--- src/rtl/hazard_pkg.sv ---
// Shared types for the pipeline hazard controller: FSM state and forwarding-mux select encodings.
package hazard_pkg;

    typedef enum logic [1:0] {
        RUN    = 2'b00,
        FREEZE = 2'b01
    } hz_state_t;

    typedef enum logic [1:0] {
        FWD_RF  = 2'b00,
        FWD_MEM = 2'b01,
        FWD_WB  = 2'b10
    } fwd_sel_t;

endpackage

--- src/rtl/sat_counter.sv ---
// Saturating up-counter with synchronous active-high reset; holds at all-ones.
module sat_counter #(
    parameter int unsigned CNT_W = 32
) (
    input  logic             clk,
    input  logic             rst,
    input  logic             inc,
    output logic [CNT_W-1:0] count
);

    logic [CNT_W-1:0] count_q;

    always_ff @(posedge clk) begin
        if (rst) begin
            count_q <= '0;
        end else if (inc && (count_q != '1)) begin
            count_q <= count_q + 1'b1;
        end
    end

    assign count = count_q;

endmodule

--- src/rtl/hazard_ctrl_unit.sv ---
// Hazard controller for the 5-stage pipeline: stall/flush/bubble selects, forwarding, dmem freeze.
// Build option: define HAZARD_FWD_EN to enable EX-stage forwarding and load-use-only stalls.
module hazard_ctrl_unit
    import hazard_pkg::*;
#(
    parameter int unsigned REG_ADDR_W   = 5,
    parameter int unsigned CNT_W        = 32,
    parameter int unsigned MAX_MEM_WAIT = 255
) (
    input  logic                  clk,
    input  logic                  rst,
    input  logic [REG_ADDR_W-1:0] id_rs1,
    input  logic [REG_ADDR_W-1:0] id_rs2,
    input  logic                  id_rs1_used,
    input  logic                  id_rs2_used,
    input  logic [REG_ADDR_W-1:0] ex_rs1,
    input  logic [REG_ADDR_W-1:0] ex_rs2,
    input  logic [REG_ADDR_W-1:0] ex_rd,
    input  logic [REG_ADDR_W-1:0] mem_rd,
    input  logic [REG_ADDR_W-1:0] wb_rd,
    input  logic                  ex_reg_wr,
    input  logic                  mem_reg_wr,
    input  logic                  wb_reg_wr,
    input  logic                  ex_mem_read,
    input  logic                  ex_branch_taken,
    input  logic                  dmem_req,
    input  logic                  dmem_ready,
    output logic                  pc_stall,
    output logic                  if_id_stall,
    output logic                  if_id_flush,
    output logic                  id_ex_stall,
    output logic                  id_ex_bubble,
    output logic                  ex_mem_stall,
    output logic                  mem_wb_bubble,
    output logic [1:0]            fwd_a_sel,
    output logic [1:0]            fwd_b_sel,
    output logic                  mem_timeout,
    output logic [CNT_W-1:0]      stall_cnt,
    output logic [CNT_W-1:0]      flush_cnt,
    output logic [CNT_W-1:0]      freeze_cnt
);

    localparam int unsigned WAIT_W = $clog2(MAX_MEM_WAIT + 1);
    localparam logic [WAIT_W-1:0] WAIT_MAX = WAIT_W'(MAX_MEM_WAIT);
    localparam logic [WAIT_W-1:0] WAIT_ONE = WAIT_W'(1);

    hz_state_t         state_q;
    logic [WAIT_W-1:0] wait_q, wait_d;
    logic              timeout_q;
    logic              freeze, branch_flush, data_stall, raw_hit;

    // x0 is hardwired zero, so it never creates a dependency.
    function automatic logic src_match(input logic used, input logic [REG_ADDR_W-1:0] src,
                                       input logic wr, input logic [REG_ADDR_W-1:0] rd);
        return used && (src != '0) && wr && (rd == src);
    endfunction

    function automatic fwd_sel_t fwd_pick(input logic [REG_ADDR_W-1:0] src,
                                          input logic m_wr, input logic [REG_ADDR_W-1:0] m_rd,
                                          input logic w_wr, input logic [REG_ADDR_W-1:0] w_rd);
        if (src == '0)                  return FWD_RF;
        else if (m_wr && (m_rd == src)) return FWD_MEM;
        else if (w_wr && (w_rd == src)) return FWD_WB;
        else                            return FWD_RF;
    endfunction

`ifdef HAZARD_FWD_EN
    assign raw_hit = ex_mem_read &&
                     (src_match(id_rs1_used, id_rs1, ex_reg_wr, ex_rd) ||
                      src_match(id_rs2_used, id_rs2, ex_reg_wr, ex_rd));
    assign fwd_a_sel = rst ? FWD_RF : fwd_pick(ex_rs1, mem_reg_wr, mem_rd, wb_reg_wr, wb_rd);
    assign fwd_b_sel = rst ? FWD_RF : fwd_pick(ex_rs2, mem_reg_wr, mem_rd, wb_reg_wr, wb_rd);
`else
    // No regfile write bypass: a dependency on any in-flight writer stalls until it retires.
    assign raw_hit = src_match(id_rs1_used, id_rs1, ex_reg_wr,  ex_rd)  ||
                     src_match(id_rs1_used, id_rs1, mem_reg_wr, mem_rd) ||
                     src_match(id_rs1_used, id_rs1, wb_reg_wr,  wb_rd)  ||
                     src_match(id_rs2_used, id_rs2, ex_reg_wr,  ex_rd)  ||
                     src_match(id_rs2_used, id_rs2, mem_reg_wr, mem_rd) ||
                     src_match(id_rs2_used, id_rs2, wb_reg_wr,  wb_rd);
    assign fwd_a_sel = FWD_RF;
    assign fwd_b_sel = FWD_RF;

    logic unused_fwd;
    assign unused_fwd = ^{ex_rs1, ex_rs2, ex_mem_read,
                          fwd_pick(ex_rs1, mem_reg_wr, mem_rd, wb_reg_wr, wb_rd)};
`endif

    always_comb begin
        freeze = 1'b0;
        if (!rst) begin
            if (state_q == FREEZE) freeze = !dmem_ready;
            else                   freeze = dmem_req && !dmem_ready;
        end
    end

    assign branch_flush = !rst && !freeze && ex_branch_taken;
    assign data_stall   = !rst && !freeze && !ex_branch_taken && raw_hit;

    assign pc_stall      = freeze || data_stall;
    assign if_id_stall   = freeze || data_stall;
    assign if_id_flush   = branch_flush;
    assign id_ex_stall   = freeze;
    assign id_ex_bubble  = branch_flush || data_stall;
    assign ex_mem_stall  = freeze;
    assign mem_wb_bubble = freeze;
    assign mem_timeout   = timeout_q;

    always_comb begin
        wait_d = '0;
        if (freeze) begin
            if (state_q == RUN)         wait_d = WAIT_ONE;
            else if (wait_q == WAIT_MAX) wait_d = wait_q;
            else                        wait_d = wait_q + WAIT_ONE;
        end
    end

    always_ff @(posedge clk) begin
        if (rst) begin
            state_q   <= RUN;
            wait_q    <= '0;
            timeout_q <= 1'b0;
        end else begin
            state_q <= freeze ? FREEZE : RUN;
            wait_q  <= wait_d;
            if (freeze && (wait_d == WAIT_MAX)) timeout_q <= 1'b1;
        end
    end

    sat_counter #(.CNT_W(CNT_W)) u_stall_cnt (
        .clk   (clk),
        .rst   (rst),
        .inc   (data_stall),
        .count (stall_cnt)
    );

    sat_counter #(.CNT_W(CNT_W)) u_flush_cnt (
        .clk   (clk),
        .rst   (rst),
        .inc   (branch_flush),
        .count (flush_cnt)
    );

    sat_counter #(.CNT_W(CNT_W)) u_freeze_cnt (
        .clk   (clk),
        .rst   (rst),
        .inc   (freeze),
        .count (freeze_cnt)
    );

endmodule

--- config.mk ---
export PLATFORM = sky130hd
export DESIGN_NAME = hazard_ctrl_unit
export DESIGN_NICKNAME = d
export VERILOG_FILES = /design/src/rtl/hazard_pkg.sv /design/src/rtl/sat_counter.sv /design/src/rtl/hazard_ctrl_unit.sv
export SDC_FILE = /design/constraint.sdc
export NUM_CORES = 1
export LEC_CHECK = 0
export BUFFER_PORTS_ARGS = -buffer_cell sky130_fd_sc_hd__buf_4
export CELL_PAD_IN_SITES_DETAIL_PLACEMENT = 0
export CELL_PAD_IN_SITES_GLOBAL_PLACEMENT = 1
export CORE_MARGIN = 3
export CORE_UTILIZATION = 35
export DETAILED_ROUTE_END_ITERATION = 6
export GPL_TIMING_DRIVEN = 0
export PLACE_DENSITY_LB_ADDON = 0.25
export REMOVE_ABC_BUFFERS = 1
export SLEW_MARGIN = 20
export SYNTH_ARGS = -nofsm -noshare
export SYNTH_HDL_FRONTEND = slang
export SYNTH_SLANG_ARGS = --single-unit
--- constraint.sdc ---
create_clock -name clk -period 2.3 [get_ports clk]
set_clock_uncertainty 0.05 [all_clocks]
set_input_delay 0.23 -clock clk [delete_from_list [all_inputs] [get_ports clk]]
set_output_delay 0.23 -clock clk [all_outputs]
set_load 0.05 [all_outputs]
== Word-level counts from Yosys, hierarchy flattened ==
Index checks and enable logic that the tools add are counted.
Operators by class
  add/sub/neg operators: 4
  equality and inequality tests: 12
  mux-type cells: 6
  reduce and logical (&&, ||, !) cells: 37
Operator list (number)
  $add 32x1->32 const B: 3
  $ne 32x32->1 const B: 3
  $eq 5x5->1: 6
  $mux 8: 3
  $logic_and 1x1->1: 23
  $eq 8x8->1 const B: 2
  $reduce_bool 5->1: 2
  $add 8x1->8 const B: 1
  $logic_or 1x1->1: 7
  $logic_not 1->1: 4
  $mux 1: 3
  $eq 2x1->1 const B: 1
  $logic_not 2->1: 1
Storage, ports and cells
  bits in registers: 107
  output and inout port bits: 108
  logic and storage cells: 65

== Depth between registers and ports, before layout ==
Gate-level depths: netlist of run 1.
  depth after elaboration: 11
  gate-level depth with buffers: 10

== Cells and area by module ==
Synthesis of run 1 repeated with hierarchy kept, for this count alone.
Unflattened totals
  cell total of the unflattened synthesis: 720
  area, all modules: 5997.0 um2
Modules (own cells, without submodules)
  sat_counter: times used 3, cells an instance 199, area each 1674.1 um2, seq. area each 640.6 um2
  hazard_ctrl_unit: times used 1, cells an instance 123, area each 974.7 um2, seq. area each 200.2 um2

== Least setup slack after synthesis of run 1 ==
No wires, ideal clock.
  kind: register to register
  start: reg u_flush_cnt.count_q[0] (netlist: u_flush_cnt.count[0])
  end: reg u_flush_cnt.count_q[9] (netlist: u_flush_cnt.count[9])
  setup time: 0.128 ns
  arrival: 2.481 ns
  data required time: 2.122 ns
  slack: -0.358 ns
  stages on the path, launching flop included: 10
  path through: dfxtp_1 -> ha_1 -> and2_1 -> nand4_4 -> or4_4 -> o21ai_4 -> buf_6 -> nor3_1 -> xnor2_1 -> nor2_1
Between the ends
  longest elaborated chain between the ends: 2
Ends and longest elaborated chain
  start: declaration: line sat_counter.sv:11  | logic [CNT_W-1:0] count_q;
  start signal: assignment: line sat_counter.sv:17  | count_q <= count_q + 1'b1;
  branches (longest 2 deep; another with $add 32x1->32)
Several ways; the timed one is not identified.
A chain may end at the register's enable or synchronous reset.

== Final worst setup path of run 1 ==
  start: reg u_flush_cnt.count_q[10] (netlist: u_flush_cnt.count[10])
  end: reg u_flush_cnt.count_q[17] (netlist: u_flush_cnt.count[17])
The elaborated chain is that of the path after synthesis.

==> run summary, run 1 <==
share of cells above drive strength 1 - 32.7%
fin util - 50.1%
Worst Hold Class - in -> reg
Nets - 869
Vias/cell - 5.21
initial antenna violation count - 0
crit-path max FO - 5
PD cells - 472 nW/µm²
GPL Wtd Cong - 0.836
# H-tree levels - 3
Hold Vio Cnt, Final - 0
WP buf/inv - 1
1st-iter DRT viols - 238
Setup-failing EPs final - 3
#FFs+latches synth - 106
minimum clock period - 2320 ps
Area Growth Syn to Fin - 39.1%
Synth Cell Area - 5520 µm²
EDFF count, synth - 0
Sequential cell area - 2160 µm²
Slew Limit Fails - 0
CTS tree - built
Seq/Total Area, Yosys - 38.4%
number of global-route vias before repair - 4848
max incr delay on CP - 510 ps
synth top area cells - dfxtp_1 38%, xor2_1 8.7%, nor2_1 6.2%
core area - 15300 µm²
RSZ-0062 raised after global routing - true
worst-margin pin slew - 848 ps
Pre-antenna DRT Iters - 4
first-pass GRT wire length - 24.2 mm
Die Ht - 132 µm
Ant. Diodes - 0
setup TNS - -29.5 ps
Leakage - 2.86 nW
MaxCap Viol Count - 0
type of the worst setup path - reg -> reg
gr usage total - 16.6%
die area - 17300 µm²
Synth Flop Type - dfxtp_1
DR WL/cell - 15.5 µm
detailed-route wire length - 16.0 mm
GRT overflow - 0
fill cell count - 1480
CTS Root Cell - clkbuf_16
I/O pins - 154
crit-path cells - and4_4 -> nand4_1 -> or4_4 -> o21ai_4 -> clkbuf_16 -> nor4_1 -> xnor2_1 -> nor2_1
Power Total - 0.00362 W
Critical Path RT - 2460 ps
outcome - complete, but fails checks
total CTS buffers - 9
CP endpoint kind - flop
critical path's slowest cell - or4_4
Slew headroom - 43.5%
initial core utilization - 36.0%
cell taking the most area after synthesis - dfxtp_1
# rows - 45
multi-input logic area - 3530 µm²
I/O Buffers - 138
Worst path top cell family by delay - simple AND/OR/NAND/NOR gates
worst setup margin - -15.0 ps
f_max - 432 MHz
largest net degree at the start of global routing - 104
Worst Path Arrival - 2480 ps
HPWL Detailed - 10.2 mm
post-synth cell types - 50
CTS max path bufs - 2
DR vias - 5392
clock slew at reported path FFs - 80 ps
yosys warns - 0
Routed Antenna Nets - 0
Sink Count - 106
Syn Inst Count - 655
peak supply drop - 0.328 mV
die width - 132 µm
top-area cell type share of the netlist area - 38.4%
DRC viols - 0
Avg Inst Size Synth - 8.43 µm²
failing checks - setup timing
final period utilization - 101%
hold bufs inserted after CTS - 0
Setup crit start kind - flop
clk_lat worst skew - 350 ps
Async S/R FF share, synth - 0%
## worst register-to-register path, cell delays in order, from the launching register on
cell and delay [ps]:
dfxtp_4 370, and4_4 240, nand4_1 210, or4_4 510
o21ai_4 310, clkbuf_16 230, nor4_1 60, xnor2_1 160
nor2_1 50
## routing by layer
metal,track usage (%),up-vias,share of wire [%]
li1,-,2657,-
met1,22.2,2585,46
met2,26.2,129,47
met3,4.21,21,4.4
met4,5.72,0,2.0
met5,0,-,0
## cell families after synthesis
group           count (synthesis)  share of synthesized area, %
simple gates                  324                          31.6
flops                         106                          38.4
xor+xnor                       94                          14.9
compound gates                 78                          8.84
buf+inv                        41                          3.94
mux                             7                          1.31
fa+ha+maj                       4                         0.907
other cells                     1                        0.0679
## synth_stat cells, types with 17 or more instances
cell type	count
dfxtp_1	106
nor2_1	91
xor2_1	55
nand2_1	44
nand3_1	41
xnor2_1	39
a21oi_1	33
nand4_1	29
o21ai_0	20
nor3_1	17
## metrics by stage
stage,hold WS (ps),setup slack [ps],std cells,cell area [µm²]
5_1_grt,320,-123,1034,7680
6_report,310,-15.0,1034,7680
3_3_place_gp,408,-697,977,6650
4_1_cts,297,-37.4,1002,7120
3_5_place_dp,422,-796,977,6650
2_1_floorplan,249,-353,628,5350
## final timing paths
check	from	endpoint	slack (ps)	cells past startpoint
worst max-delay path	u_flush_cnt.count[10]	u_flush_cnt.count[17]	-20	8
worst min-delay path	dmem_ready	state_q[0]	310	4
worst max register to register	u_flush_cnt.count[10]	u_flush_cnt.count[17]	-20	8
worst min register to register	mem_timeout	mem_timeout	440	2
## flip-flops by register name, indices dropped and copies added, names as in the netlist
register,count
mem_timeout,1
state_q,1
u_flush_cnt.count,32
u_freeze_cnt.count,32
u_stall_cnt.count,32
wait_q,8
## report_power, final
group          total (W)  internal [W]  switching [W]
logic           0.000291      0.000116       0.000175
clock network    0.00149      0.000744       0.000745
registers        0.00184       0.00183     0.00000772
## cell type report
| type | count | area share, % |
|---|---|---|
| clock buffer | 9 | 2.93 |
| clock inverter | 6 | 0.652 |
| inverter | 11 | 0.538 |
| multi-input combinational | 515 | 45.9 |
| sequential | 106 | 28.1 |
| tap | 211 | 3.44 |
| timing repair buffer | 176 | 18.4 |
## cells in the final DEF, fill, tap and decap left out, types with 5 or more instances in the layout
master and count:
buf_6 9, inv_1 10, clkbuf_16 11, or3_1 16, nand4_1 29, a21oi_1 30
and3_1 9, nand3_1 41, xnor2_1 39, nand2_1 43, buf_4 163, dfxtp_1 89
dfxtp_4 5, or4_1 13, dfxtp_2 12, and4_1 6, nor3_2 5, o21ai_0 19
xor2_1 55, mux2i_1 5, o31ai_1 10, nor4_1 13, and2_1 6, nor2_1 88
nor3_1 9
## what timing repair did
action,in CTS,in global routing
setup buffers,9,26
pin swaps,6,35
setup endpoints to repair,68,77
resized for setup,20,64
cloned,1,6
(Power assumes the default switching activity.)
==> inputs of run 2 (changes only) <==
--- a/config.mk
+++ b/config.mk
@@ -9,7 +9,7 @@
 export CELL_PAD_IN_SITES_DETAIL_PLACEMENT = 0
 export CELL_PAD_IN_SITES_GLOBAL_PLACEMENT = 1
 export CORE_MARGIN = 3
-export CORE_UTILIZATION = 35
+export CORE_UTILIZATION = 38
 export DETAILED_ROUTE_END_ITERATION = 6
 export GPL_TIMING_DRIVEN = 0
 export PLACE_DENSITY_LB_ADDON = 0.25
==> constraint.sdc (replaced) <==
create_clock -name clk -period 2.4 [get_ports clk]
set_clock_uncertainty 0.05 [all_clocks]
set_input_delay 0.24 -clock clk [delete_from_list [all_inputs] [get_ports clk]]
set_output_delay 0.24 -clock clk [all_outputs]
set_load 0.05 [all_outputs]
==> run summary, run 2 (synthesis results as in run 1) <==
grt peak-use layer - met2
max incr delay on CP - 570 ps (+60 ps)
Ant. Diodes - 0 (unchanged)
die width - 127 µm (-3.8%)
Power Total - 0.00351 W (-3.1%)
fill cell count - 1303 (-12%)
GPL Wtd Cong - 0.798 (-4.6%)
Setup-failing EPs final - 0 (-3)
post-route insts no fill - 990 (-4.3%)
outcome - completed
I/O Buffers - 138 (unchanged)
Routed Antenna Nets - 0 (unchanged)
final period utilization - 96.4% (-4.2 points)
detailed-route wire length - 15.3 mm (-4.4%)
Vias/cell - 5.37 (+2.9%)
most common cell after layout, fill and taps aside - buf_4
crit-path max FO - 9 (+4)
minimum clock period - 2310 ps (-0.584 ps)
peak supply drop - 0.335 mV (+2.1%)
Sink Count - 106 (unchanged)
f_max - 432 MHz (about the same)
Nets - 855 (-1.6%)
clock power share - 42.0% (+0.9 points)
critical path's slowest cell - or4_4
gr usage total - 18.7% (+2.1 points)
Worst Hold Class - in -> reg
Die Ht - 127 µm (-3.8%)
Hold Vio Cnt, Final - 0 (unchanged)
clk_lat worst skew - 360 ps (about the same)
Pre-antenna DRT Iters - 6 (+2)
Combinational Power Share - 7.7% (-0.3 points)
largest net degree at the start of global routing - 104 (unchanged)
Pint - 0.00262 W (-2.8%)
worst-margin pin slew - 828 ps (-20.0 ps)
# H-tree levels - 3 (unchanged)
CTS max path bufs - 2 (unchanged)
setup TNS - 0 ps (+29.5 ps)
DR WL/cell - 15.5 µm (-0.17%)
met3 Track Usage GR - 4.38% (+0.17 points)
1st-iter DRT viols - 215 (-9.7%)
worst hold start - dmem_ready
number of global-route vias before repair - 5084 (+4.9%)
Leakage - 2.74 nW (-4.3%)
GRT overflow - 0 (unchanged)
type of the worst setup path - reg -> reg
CTS tree - built
DRC viols - 0 (unchanged)
Placement Setup Slack - -654 ps (+142 ps)
Worst Path Arrival - 2480 ps (about the same)
Critical Path RT - 2570 ps (+110 ps)
initial core utilization - 39.3% (+3.3 points)
worst reg2reg path startpoint - u_flush_cnt.count[4]
CP endpoint kind - flop
MaxCap Viol Count - 0 (unchanged)
Setup crit start kind - flop
die area - 16000 µm² (-7.5%)
worst setup margin - 85.6 ps (+101 ps)
DR vias - 5313 (-1.5%)
HPWL Detailed - 10.3 mm (+1.3%)
CP startpoint - u_flush_cnt.count[4]
# rows - 43 (-4.4%)
hold bufs inserted after CTS - 0 (unchanged)
CTS Root Cell - clkbuf_16
initial antenna violation count - 0 (unchanged)
share of cells above drive strength 1 - 28.8% (-3.9 points)
core area - 14000 µm² (-8.3%)
total CTS buffers - 9 (unchanged)
first-pass GRT wire length - 24.7 mm (+2.4%)
crit-path cells - and4_4 -> nand4_4 -> or4_4 -> o21ai_4 -> clkbuf_16 -> nor3_1 -> xnor2_1 -> nor2_1
GR Util met2 - 31.0% (+4.7 points)
post-placement cell count - 946 (-3.2%)
switching share of power - 25.4% (-0.20 points)
M1 GR Usage - 23.5% (+1.3 points)
Sw Pwr - 0.000892 W (-3.8%)
Slew Limit Fails - 0 (unchanged)
most frequent cells in the layout - 157 x buf_4, 94 x dfxtp_1, 90 x nor2_1
Area Growth Syn to Fin - 33.6%
PD cells - 476 nW/µm² (+0.97%)
I/O pins - 154 (unchanged)
clock slew at reported path FFs - 80 ps (about the same)
Seq pwr share - 50.4% (-0.5 points)
Slew headroom - 44.8% (+1.3 points)
## run 2: changes by cell type in the layout (fill, tap and decap cells not counted), moves of 4 or more
cell | previous run | this run
dfxtp_1 | 89 | 94
buf_6 | 9 | 2
buf_4 | 163 | 157
nor3_1 | 9 | 13
## run 2: layout make-up
| class | count | area, µm² | share of cell area [%] |
|---|---|---|---|
| inverter | 11 | 41.3 | 0.560 |
| clock inverter | 5 | 45.0 | 0.611 |
| clock buffer | 11 | 243 | 3.29 |
| tap | 180 | 225 | 3.06 |
| sequential | 106 | 2140 | 29.1 |
| multi-input combinational | 514 | 3380 | 45.9 |
| timing repair buffer | 163 | 1290 | 17.5 |
## run 2: path summary, 6_finish.rpt
check,end,slack (ps),cells past startpoint
worst max-delay path,u_flush_cnt.count[9],90,8
worst min-delay path,state_q[0],340,4
worst max register to register,u_flush_cnt.count[9],90,8
worst min register to register,mem_timeout,440,2
## run 2: worst max-delay path, delay by kind of cell, from the launching register on
kind / cells / cell delay [ps]
buffers and inverters: 1 / 220
AO/OA/AOI/OAI: 1 / 300
XOR/XNOR: 1 / 150
AND/OR/NAND/NOR: 5 / 1070
flip-flops: 1 / 380
## run 2: timing repair
| item | 4_1_cts | 5_1_grt |
|---|---|---|
| resized for setup | 11 | 35 |
| endpoints found under the setup margin | 61 | 65 |
| buffers inserted | 7 | 16 |
| pin swaps | 5 | 10 |
| cloned | 2 | 3 |
## run 2: power groups by stage
stage | Sequential (W) | Combinational [W] | Clock [W]
finish | 0.00177 | 0.000269 | 0.00147
detailed placement | 0.00181 | 0.000242 | 0
global placement | 0.00181 | 0.000235 | 0
CTS | 0.00177 | 0.000252 | 0.00153
global route | 0.00177 | 0.000289 | 0.00160
floorplan | 0.00182 | 0.000103 | 0
## run 2: through the flow
stage / area (µm²) / utilization [%] / hold WS [ps]
2_1_floorplan: 5350 / - / 259
3_3_place_gp: 6620 / 47.1 / 413
3_5_place_dp: 6620 / 47.1 / 426
4_1_cts: 7080 / 50.4 / 340
5_1_grt: 7370 / 52.5 / 361
6_report: 7370 / 52.5 / 336
## run 2: routing by layer
| metal | vias to the layer above | part of all wire [%] |
|---|---|---|
| met1 | 2534 | 43 |
| met5 | - | 0 |
| li1 | 2627 | - |
| met2 | 138 | 48 |
| met4 | 0 | 1.6 |
| met3 | 14 | 6.9 |
==> inputs of run 3 (changes only) <==
--- a/config.mk
+++ b/config.mk
@@ -13,7 +13,6 @@
 export DETAILED_ROUTE_END_ITERATION = 6
 export GPL_TIMING_DRIVEN = 0
 export PLACE_DENSITY_LB_ADDON = 0.25
-export REMOVE_ABC_BUFFERS = 1
 export SLEW_MARGIN = 20
 export SYNTH_ARGS = -nofsm -noshare
 export SYNTH_HDL_FRONTEND = slang
==> run summary, run 3 (synthesis results as in run 1) <==
Sw Pwr - 0.000847 W (-5.0%)
Critical Path RT - 2620 ps (+50 ps)
RSZ-0062 raised after global routing - true
Min Hold Slack - 444 ps (+108 ps)
CTS tree - built
worst-margin pin slew - 603 ps (-225 ps)
R2R cell count - 9 (+1)
most common cell after layout, fill and taps aside - buf_4
outcome - completed
Slew headroom - 59.6% (+15 points)
PD cells - 480 nW/µm² (+0.73%)
WHS Path Cells - 2 (-2)
r2r endpoint - u_stall_cnt.count[6]
core area - 14000 µm² (unchanged)
DRC viols - 0 (unchanged)
Setup-failing EPs final - 0 (unchanged)
DR vias - 5297 (-0.30%)
hold bufs inserted after CTS - 0 (unchanged)
HPWL Detailed - 11.6 mm (+12%)
final period utilization - 97.7% (+1.3 points)
Sink Count - 106 (unchanged)
first-pass GRT wire length - 25.1 mm (+1.5%)
# H-tree levels - 3 (unchanged)
Slew Limit Fails - 0 (unchanged)
clk_lat worst skew - 350 ps (about the same)
Routed Antenna Nets - 0 (unchanged)
CTS Root Cell - clkbuf_16
CP endpoint kind - flop
switching share of power - 23.6% (-1.8 points)
Power Total - 0.00359 W (+2.2%)
met3 wire len - 768 µm (-27%)
peak supply drop - 0.271 mV (-19%)
worst hold start - u_stall_cnt.count[8]
Setup crit start kind - flop
MaxCap Viol Count - 0 (unchanged)
Combinational Power Share - 7.7% (about the same)
crit-path max FO - 5 (-4)
Hold Path End - u_stall_cnt.count[8]
type of the worst setup path - reg -> reg
f_max - 426 MHz (-1.3%)
initial antenna violation count - 0 (unchanged)
DR WL/cell - 15.8 µm (+2.2%)
Pint - 0.00274 W (+4.7%)
CTS max path bufs - 2 (unchanged)
Ant. Diodes - 0 (unchanged)
total CTS buffers - 9 (unchanged)
Hold Vio Cnt, Final - 0 (unchanged)
Reg2Reg Setup Slack - 60 ps (-30 ps)
met2 wire length - 7.71 mm (+4.8%)
CP startpoint - state_q[0]
I/O pins - 154 (unchanged)
largest net degree at the start of global routing - 20 (-81%)
top sig layer - met4
GPL Wtd Cong - 0.866 (+8.5%)
I/O Buffers - 138 (unchanged)
Worst Hold Class - reg -> reg
Leakage - 2.82 nW (+3.0%)
Nets - 872 (+2.0%)
initial core utilization - 39.3% (unchanged)
minimum clock period - 2340 ps (+30.5 ps)
1st-iter DRT viols - 345 (+60%)
gr usage total - 19.0% (+0.30 points)
most frequent cells in the layout - 155 x buf_4, 88 x nor2_1, 83 x dfxtp_1
# rows - 43 (unchanged)
Seq pwr share - 49.3% (-1.1 points)
worst reg2reg path startpoint - state_q[0]
Vias/cell - 5.26 (-2.0%)
Metal-1 WL - 7.21 mm (+8.3%)
die area - 16000 µm² (unchanged)
Die Ht - 127 µm (unchanged)
GRT overflow - 0 (unchanged)
number of global-route vias before repair - 4928 (-3.1%)
die width - 127 µm (unchanged)
Pre-antenna DRT Iters - 5 (-1)
clock power share - 43.0% (+1.0 points)
clock slew at reported path FFs - 70 ps (about the same)
Worst Path Arrival - 2570 ps (+90 ps)
detailed-route wire length - 15.9 mm (+4.0%)
Area Growth Syn to Fin - 35.5%
share of cells above drive strength 1 - 30.8% (+2.1 points)
run 3: stage by stage:
stage          instances  area, µm²  utilization, %  setup WS [ps]  TNS [ps]
3_3_place_gp         976       6820            48.6           -350     -5590
3_5_place_dp         976       6820            48.6           -379     -6560
5_1_grt             1007       7480            53.3          -51.2      -359
4_1_cts              995       7210            51.4           6.51         0
2_1_floorplan        658       5560               -           5.60         0
6_report            1007       7480            53.3           55.1         0
run 3: cell type report:
| cell class | instances | area (µm²) |
|---|---|---|
| buffer | 29 | 181 |
| clock buffer | 11 | 253 |
| clock inverter | 5 | 60.1 |
| fill | 1310 | 6560 |
| inverter | 11 | 41.3 |
| multi-input combinational | 512 | 3390 |
| sequential | 106 | 2160 |
| tap | 180 | 225 |
| timing repair buffer | 153 | 1170 |
run 3: worst max path at each step:
stage                             end  slack [ps]  depth (start not counted)
2_1_floorplan    u_stall_cnt.count[1]           6                          9
3_3_place_gp    u_stall_cnt.count[12]        -350                          8
3_5_place_dp    u_stall_cnt.count[12]        -380                          9
4_1_cts        u_freeze_cnt.count[27]           7                          8
5_1_grt          u_stall_cnt.count[9]         -50                         10
6_report         u_stall_cnt.count[6]          60                          9
run 3: layer usage:
metal  up-vias  GRT usage (%)
met5         -              0
met4         0           6.94
met3        21           3.45
met2       127           31.1
met1      2496           25.1
li1       2653              -
run 3: critical path, cell delays in order, from the launching register on:
cell	delay [ps]
dfxtp_4	360
o21bai_4	170
nor3b_4	280
o211ai_1	140
a31oi_2	220
buf_4	190
buf_4	140
o21ai_4	90
or4_1	480
a21oi_1	140
run 3: power groups by stage:
stage	clock network [W]	logic, W	registers [W]
5_1_grt	0.00167	0.000297	0.00177
6_report	0.00154	0.000276	0.00177
3_3_place_gp	0	0.000259	0.00181
3_5_place_dp	0	0.000263	0.00181
2_1_floorplan	0	0.000136	0.00182
4_1_cts	0.00159	0.000267	0.00177
run 3: what timing repair did:
action                                  in CTS  in global routing
setup buffers                                4                 10
resized for setup                            9                 37
pin swaps                                    7                 24
gates cloned                                 0                  2
endpoints found under the setup margin      52                 66
